<file path="src/rtl/sample_accumulator_pkg.sv">
// Shared types and default sizing for the sample_accumulator block.
// The state encoding lives here so the RTL and any block above it agree on it.
package sample_accumulator_pkg;

    localparam int DEF_BIT_WIDTH   = 4;
    localparam int DEF_NUM_SAMPLES = 4;

    typedef enum logic [1:0] {
        IDLE  = 2'd0,
        ACCUM = 2'd1,
        DONE  = 2'd2
    } state_t;

endpackage

</file>
<file path="src/rtl/adder_nbit.sv">
// Unsigned ripple adder: sum = a + b + carry_in, with the carry-out reported on overflow.
module adder_nbit #(
    parameter int BIT_WIDTH = 4
) (
    input  logic [BIT_WIDTH-1:0] a,
    input  logic [BIT_WIDTH-1:0] b,
    input  logic                 carry_in,
    output logic [BIT_WIDTH-1:0] sum,
    output logic                 overflow
);

    assign {overflow, sum} = {1'b0, a} + {1'b0, b} + {{BIT_WIDTH{1'b0}}, carry_in};

endmodule

</file>
<file path="src/rtl/sample_accumulator.sv">
// Accumulates a fixed-length burst of samples through one adder_nbit; reports sum, strobe, sticky overflow.
// Optional saturation on carry-out is enabled with macro SAMPLE_ACCUMULATOR_SATURATE_EN.
module sample_accumulator
    import sample_accumulator_pkg::*;
#(
    parameter int BIT_WIDTH   = DEF_BIT_WIDTH,
    parameter int NUM_SAMPLES = DEF_NUM_SAMPLES
) (
    input  logic                 clk,
    input  logic                 n_rst,
    input  logic                 start,
    input  logic [BIT_WIDTH-1:0] data_in,
    input  logic                 data_valid,
    output logic                 data_ready,
    output logic [BIT_WIDTH-1:0] sum_out,
    output logic                 sum_valid,
    output logic                 overflow,
    output logic                 busy
);

    localparam int                CNT_W    = $clog2(NUM_SAMPLES + 1);
    localparam logic [CNT_W-1:0] LAST_CNT = CNT_W'(NUM_SAMPLES - 1);

    state_t               r_state;
    state_t               w_state_nxt;
    logic [BIT_WIDTH-1:0] r_acc;
    logic [BIT_WIDTH-1:0] w_add_sum;
    logic [BIT_WIDTH-1:0] w_acc_nxt;
    logic                 w_add_ovf;
    logic                 r_ovf;
    logic [CNT_W-1:0]     r_cnt;
    logic                 w_xfer;
    logic                 w_clear;

    adder_nbit #(
        .BIT_WIDTH (BIT_WIDTH)
    ) u_adder (
        .a        (r_acc),
        .b        (data_in),
        .carry_in (1'b0),
        .sum      (w_add_sum),
        .overflow (w_add_ovf)
    );

    assign w_xfer  = (r_state == ACCUM) && data_valid;
    assign w_clear = (r_state == IDLE) && start;

`ifdef SAMPLE_ACCUMULATOR_SATURATE_EN
    // Once at all ones, any nonzero sample carries again, so the value sticks for the run.
    assign w_acc_nxt = w_add_ovf ? {BIT_WIDTH{1'b1}} : w_add_sum;
`else
    assign w_acc_nxt = w_add_sum;
`endif

    always_comb begin
        // NOTE: every output of this block is given a default first so no path can infer a latch.
        w_state_nxt = r_state;
        data_ready  = 1'b0;
        sum_valid   = 1'b0;
        busy        = 1'b0;
        case (r_state)
            IDLE: begin
                if (start) w_state_nxt = ACCUM;
            end
            ACCUM: begin
                data_ready = 1'b1;
                busy       = 1'b1;
                if (w_xfer && (r_cnt == LAST_CNT)) w_state_nxt = DONE;
            end
            DONE: begin
                sum_valid   = 1'b1;
                busy        = 1'b1;
                w_state_nxt = IDLE;
            end
            default: w_state_nxt = IDLE;
        endcase
    end

    always_ff @(posedge clk or negedge n_rst) begin
        // NOTE: state uses non-blocking assignments so every register samples pre-edge values.
        if (!n_rst) begin
            r_state <= IDLE;
            r_acc   <= '0;
            r_ovf   <= 1'b0;
            r_cnt   <= '0;
        end else begin
            r_state <= w_state_nxt;
            if (w_clear) begin
                r_acc <= '0;
                r_ovf <= 1'b0;
                r_cnt <= '0;
            end else if (w_xfer) begin
                r_acc <= w_acc_nxt;
                r_ovf <= r_ovf | w_add_ovf;
                r_cnt <= r_cnt + CNT_W'(1);
            end
        end
    end

    assign sum_out  = r_acc;
    assign overflow = r_ovf;

`ifndef SYNTHESIS
    // Independent re-computation of each transfer, compared two cycles later.
    logic [BIT_WIDTH-1:0] w_chk_exp;
`ifdef SAMPLE_ACCUMULATOR_SATURATE_EN
    logic [BIT_WIDTH:0]   w_chk_sum;
    assign w_chk_sum = {1'b0, r_acc} + {1'b0, data_in};
    assign w_chk_exp = w_chk_sum[BIT_WIDTH] ? {BIT_WIDTH{1'b1}} : w_chk_sum[BIT_WIDTH-1:0];
`else
    assign w_chk_exp = r_acc + data_in;
`endif

    logic                 r_chk1_vld;
    logic                 r_chk2_vld;
    logic [BIT_WIDTH-1:0] r_chk1_exp;
    logic [BIT_WIDTH-1:0] r_chk2_exp;
    logic [BIT_WIDTH-1:0] r_chk2_obs;

    always_ff @(posedge clk or negedge n_rst) begin
        if (!n_rst) begin
            r_chk1_vld <= 1'b0;
            r_chk2_vld <= 1'b0;
            r_chk1_exp <= '0;
            r_chk2_exp <= '0;
            r_chk2_obs <= '0;
        end else begin
            if (w_xfer && $isunknown(data_in))
                $error("sample_accumulator: data_in has X/Z on a transfer");
            r_chk1_vld <= w_xfer;
            r_chk1_exp <= w_chk_exp;
            r_chk2_vld <= r_chk1_vld;
            r_chk2_exp <= r_chk1_exp;
            r_chk2_obs <= r_acc;
            if (r_chk2_vld)
                assert (r_chk2_obs == r_chk2_exp)
                else $error("sample_accumulator: sum_out %0d, expected %0d", r_chk2_obs, r_chk2_exp);
        end
    end
`endif

endmodule

</file>
<file path="config.mk">
export PLATFORM = sky130hd
export DESIGN_NAME = sample_accumulator
export DESIGN_NICKNAME = d
export VERILOG_FILES = /design/src/rtl/sample_accumulator_pkg.sv /design/src/rtl/adder_nbit.sv /design/src/rtl/sample_accumulator.sv
export SDC_FILE = /design/constraint.sdc
export NUM_CORES = 1
export LEC_CHECK = 0
export ABC_AREA = 1
export BUFFER_PORTS_ARGS = -buffer_cell sky130_fd_sc_hd__buf_4
export CORE_UTILIZATION = 45
export CTS_CLUSTER_SIZE = 25
export DETAILED_ROUTE_END_ITERATION = 10
export HOLD_SLACK_MARGIN = 0.1
export PLACE_DENSITY = 0.72
export SYNTH_ARGS = -nofsm -noshare
export SYNTH_HDL_FRONTEND = slang
export SYNTH_SLANG_ARGS = --single-unit
</file>
<file path="constraint.sdc">
create_clock -name clk -period 1.3 [get_ports clk]
set_input_delay 0.26 -clock clk [delete_from_list [all_inputs] [get_ports clk]]
set_output_delay 0.26 -clock clk [all_outputs]
set_load 0.03 [all_outputs]
</file>
==> flow_summary.json <==
{
  "status": "complete, but fails checks",
  "violations": "negative setup slack",
  "path_max_fanout": 3,
  "maxCapViolCount": 0,
  "cts_made_buffers": 3,
  "htreeDepth": 1,
  "path_cells": "inv_2 > buf_6 > ha_4 > buf_6",
  "crit_path_end_kind": "primary output",
  "root_buffer": "clkbuf_4",
  "port_buffers": 15,
  "finalCriticalPeriod_ns": 1.46,
  "clk_latency_ns": 0.28,
  "route.detailed.drc": 0,
  "ir_worst_vdd_mv": 1.65,
  "grt_pass1_vias": 492,
  "syn2layout_area_growth_pct": 53.0,
  "post-dp-hpwl_microns": 935,
  "cp_top_family": "flip-flops",
  "placed_cells": 104,
  "dieWidth_microns": 39.6,
  "crit_top_cell": "buf_6",
  "ys_seq_elements": 10,
  "period_share_pct": 113,
  "tritoncts": "yes",
  "power_density_nw_per_um2": 2550,
  "start_util_pct": 48.9,
  "grt_start_max_net_pins": 11,
  "num_rows": 13,
  "track_usage_pct": 21.9,
  "syn_area_per_cell_sq_um": 9.10,
  "grt_pass1_wl_mm": 2.13,
  "worst_r2r_path_depth": 6,
  "num_io_pins": 16,
  "synthCells": 70,
  "cp-startpoint": "r_state[0]$_DFFE_PN0P_",
  "fmax_mhz": 683,
  "wl_mm": 1.47,
  "r2r_slack_ns": -0.04,
  "hold_viol": 0,
  "instances_no_fill": 113,
  "antenna_found_initial": 0,
  "grt_overflow_total": 0,
  "viasPerCell": 4.96,
  "r2r_start": "sum_out[0]$_DFFE_PN0P_",
  "yosysWarnings": 0,
  "hp-class": "in -> reg",
  "drtIter0Drc": 8,
  "crit_required_ns": 1.04,
  "cts_sinks": 10,
  "fin_nets": 119,
  "syn_nets": 90,
  "relSlewSlack_pct": 83.6,
  "path_depth": 4,
  "crit_buf_inv": 3,
  "clk_path_buf_depth": 2,
  "die_h_microns": 39.6,
  "ys_types": 15,
  "slowest_delay_ns": 0.43,
  "ant_nets": 0,
  "setup_viol": 4,
  "rsz0062_at_grt": "true",
  "worstReg2RegEnd": "overflow$_DFFE_PN0P_",
  "fin_util_pct": 74.9,
  "total_leakage_power_nw": 0.486,
  "setup_ws_ns": -0.164,
  "dieArea_sq_um": 1570,
  "vias": 561,
  "tightest_slew_ns": 0.246,
  "core_area_sq_um": 1300,
  "final_layout_size_suffix_gt1_share_pct": 48.0,
  "crit_end": "sum_valid",
  "synthesis.area_sq_um": 637,
  "synth_seq_area_share_pct": 39.3,
  "cp.arrival_ns": 1.20,
  "critical_path.startpoint_type": "register",
  "wl_per_cell_microns": 13.0,
  "diodes": 0,
  "clkTransAtPathRegs_ns": 0.08,
  "skew_ns": 0.00872,
  "drt_pass1_iterations": 5,
  "critPathKind": "reg -> out",
  "drv_slew": 0,
  "gp_congestion": 0.683,
  "worst_path_max_delay_cell": "dfrtp_1"
}
[timing repair]
item / 4_1_cts / 5_1_grt
hold buffers: 1 / 0
resized for setup: 11 / 6
endpoints found under the hold margin: 10 / 0
setup buffers: 2 / 2
setup endpoints to repair: 5 / 13
pin swaps: 3 / 1
[report_power, final]
group	switching (W)	internal (W)	total, W
Combinational	0.000884	0.000763	0.00165
Clock	0.000121	0.000170	0.000291
Sequential	0.000116	0.000436	0.000552
Total	0.00112	0.00137	0.00249
[stage by stage]
step / TNS (ns) / hold WS (ns) / setup WS [ns] / power, W / area [sq um]
2_1_floorplan: -0.166 / -0.0356 / -0.0865 / 0.00140 / 656
3_3_place_gp: -0.0126 / 0.0961 / -0.0126 / 0.00177 / 817
3_5_place_dp: -0.0389 / 0.0972 / -0.0389 / 0.00181 / 817
4_1_cts: -0.320 / 0.309 / -0.102 / 0.00230 / 920
5_1_grt: -0.737 / 0.317 / -0.186 / 0.00266 / 975
6_report: -0.453 / 0.308 / -0.164 / 0.00249 / 975
[placed cells by master (no fill, tap or decap), types with 2 or more instances in the layout]
cell type,Yosys,final
nand3_1,4,3
dfrtp_1,10,9
a21oi_1,4,3
inv_2,3,5
nor2_1,2,2
inv_1,5,3
clkbuf_4,0,3
ha_2,0,2
ha_4,0,4
buf_6,0,4
buf_4,0,19
nand2_1,23,23
ha_1,11,5
[cell type report]
class | count | area, sq um
clock buffer | 4 | 36.3
fill | 91 | 327
inverter | 8 | 30.0
multi-input combinational | 52 | 440
sequential | 10 | 251
tap | 15 | 18.8
timing repair buffer | 24 | 198
[worst min-delay path, cell delays in order]
cell and delay (ns):
buf_4 0.12, nand2_1 0.07, nand2_1 0.06, nand2_1 0.04
[logic make-up after synthesis]
kind of cell	share of synthesized area (%)
buffers and inverters	4.72
xor gates and xnor gates	1.38
AOI/OAI and AO/OA	12.0
adders and majority gates	24.8
and+or+nand+nor	17.9
DFF	39.3
[synthesized netlist by cell type (all sizes together)]
master  instances  area [sq um]
fa              1          20.0
nor2            2          7.51
nand2          23          86.3
xnor2           1          8.76
ha             11           138
o21bai          1          7.51
a21oi           5          36.3
nand3           4          20.0
dfrtp          10           250
o21ai           3          26.3
inv             8          30.0
o22ai           1          6.26
[registers in the layout, indices dropped and copies added (netlist names)]
name,count
r_state,2
sum_out,4
overflow,1
r_cnt,3
[metal layers]
metal / vias up / global-route usage [%] / routed length [microns]
met1: 266 / 25.4 / 614
li1: 281 / - / -
met5: - / 0 / 0
met4: 0 / 5.17 / 5
met3: 2 / 10.2 / 59
met2: 12 / 36.1 / 788
[how the worst min path moves through the flow]
stage,start,cells after the start,slack (ns),endpoint
final,start,4,0.31,overflow$_DFFE_PN0P_
after global routing,start,4,0.32,overflow$_DFFE_PN0P_
after CTS,start,4,0.31,overflow$_DFFE_PN0P_
after detailed placement,n_rst,1,0.1,r_cnt[0]$_DFFE_PN0P_
after global placement,n_rst,1,0.1,r_cnt[0]$_DFFE_PN0P_
after floorplan,n_rst,0,-0.04,overflow$_DFFE_PN0P_
Power figures use the tool's default switching activity.
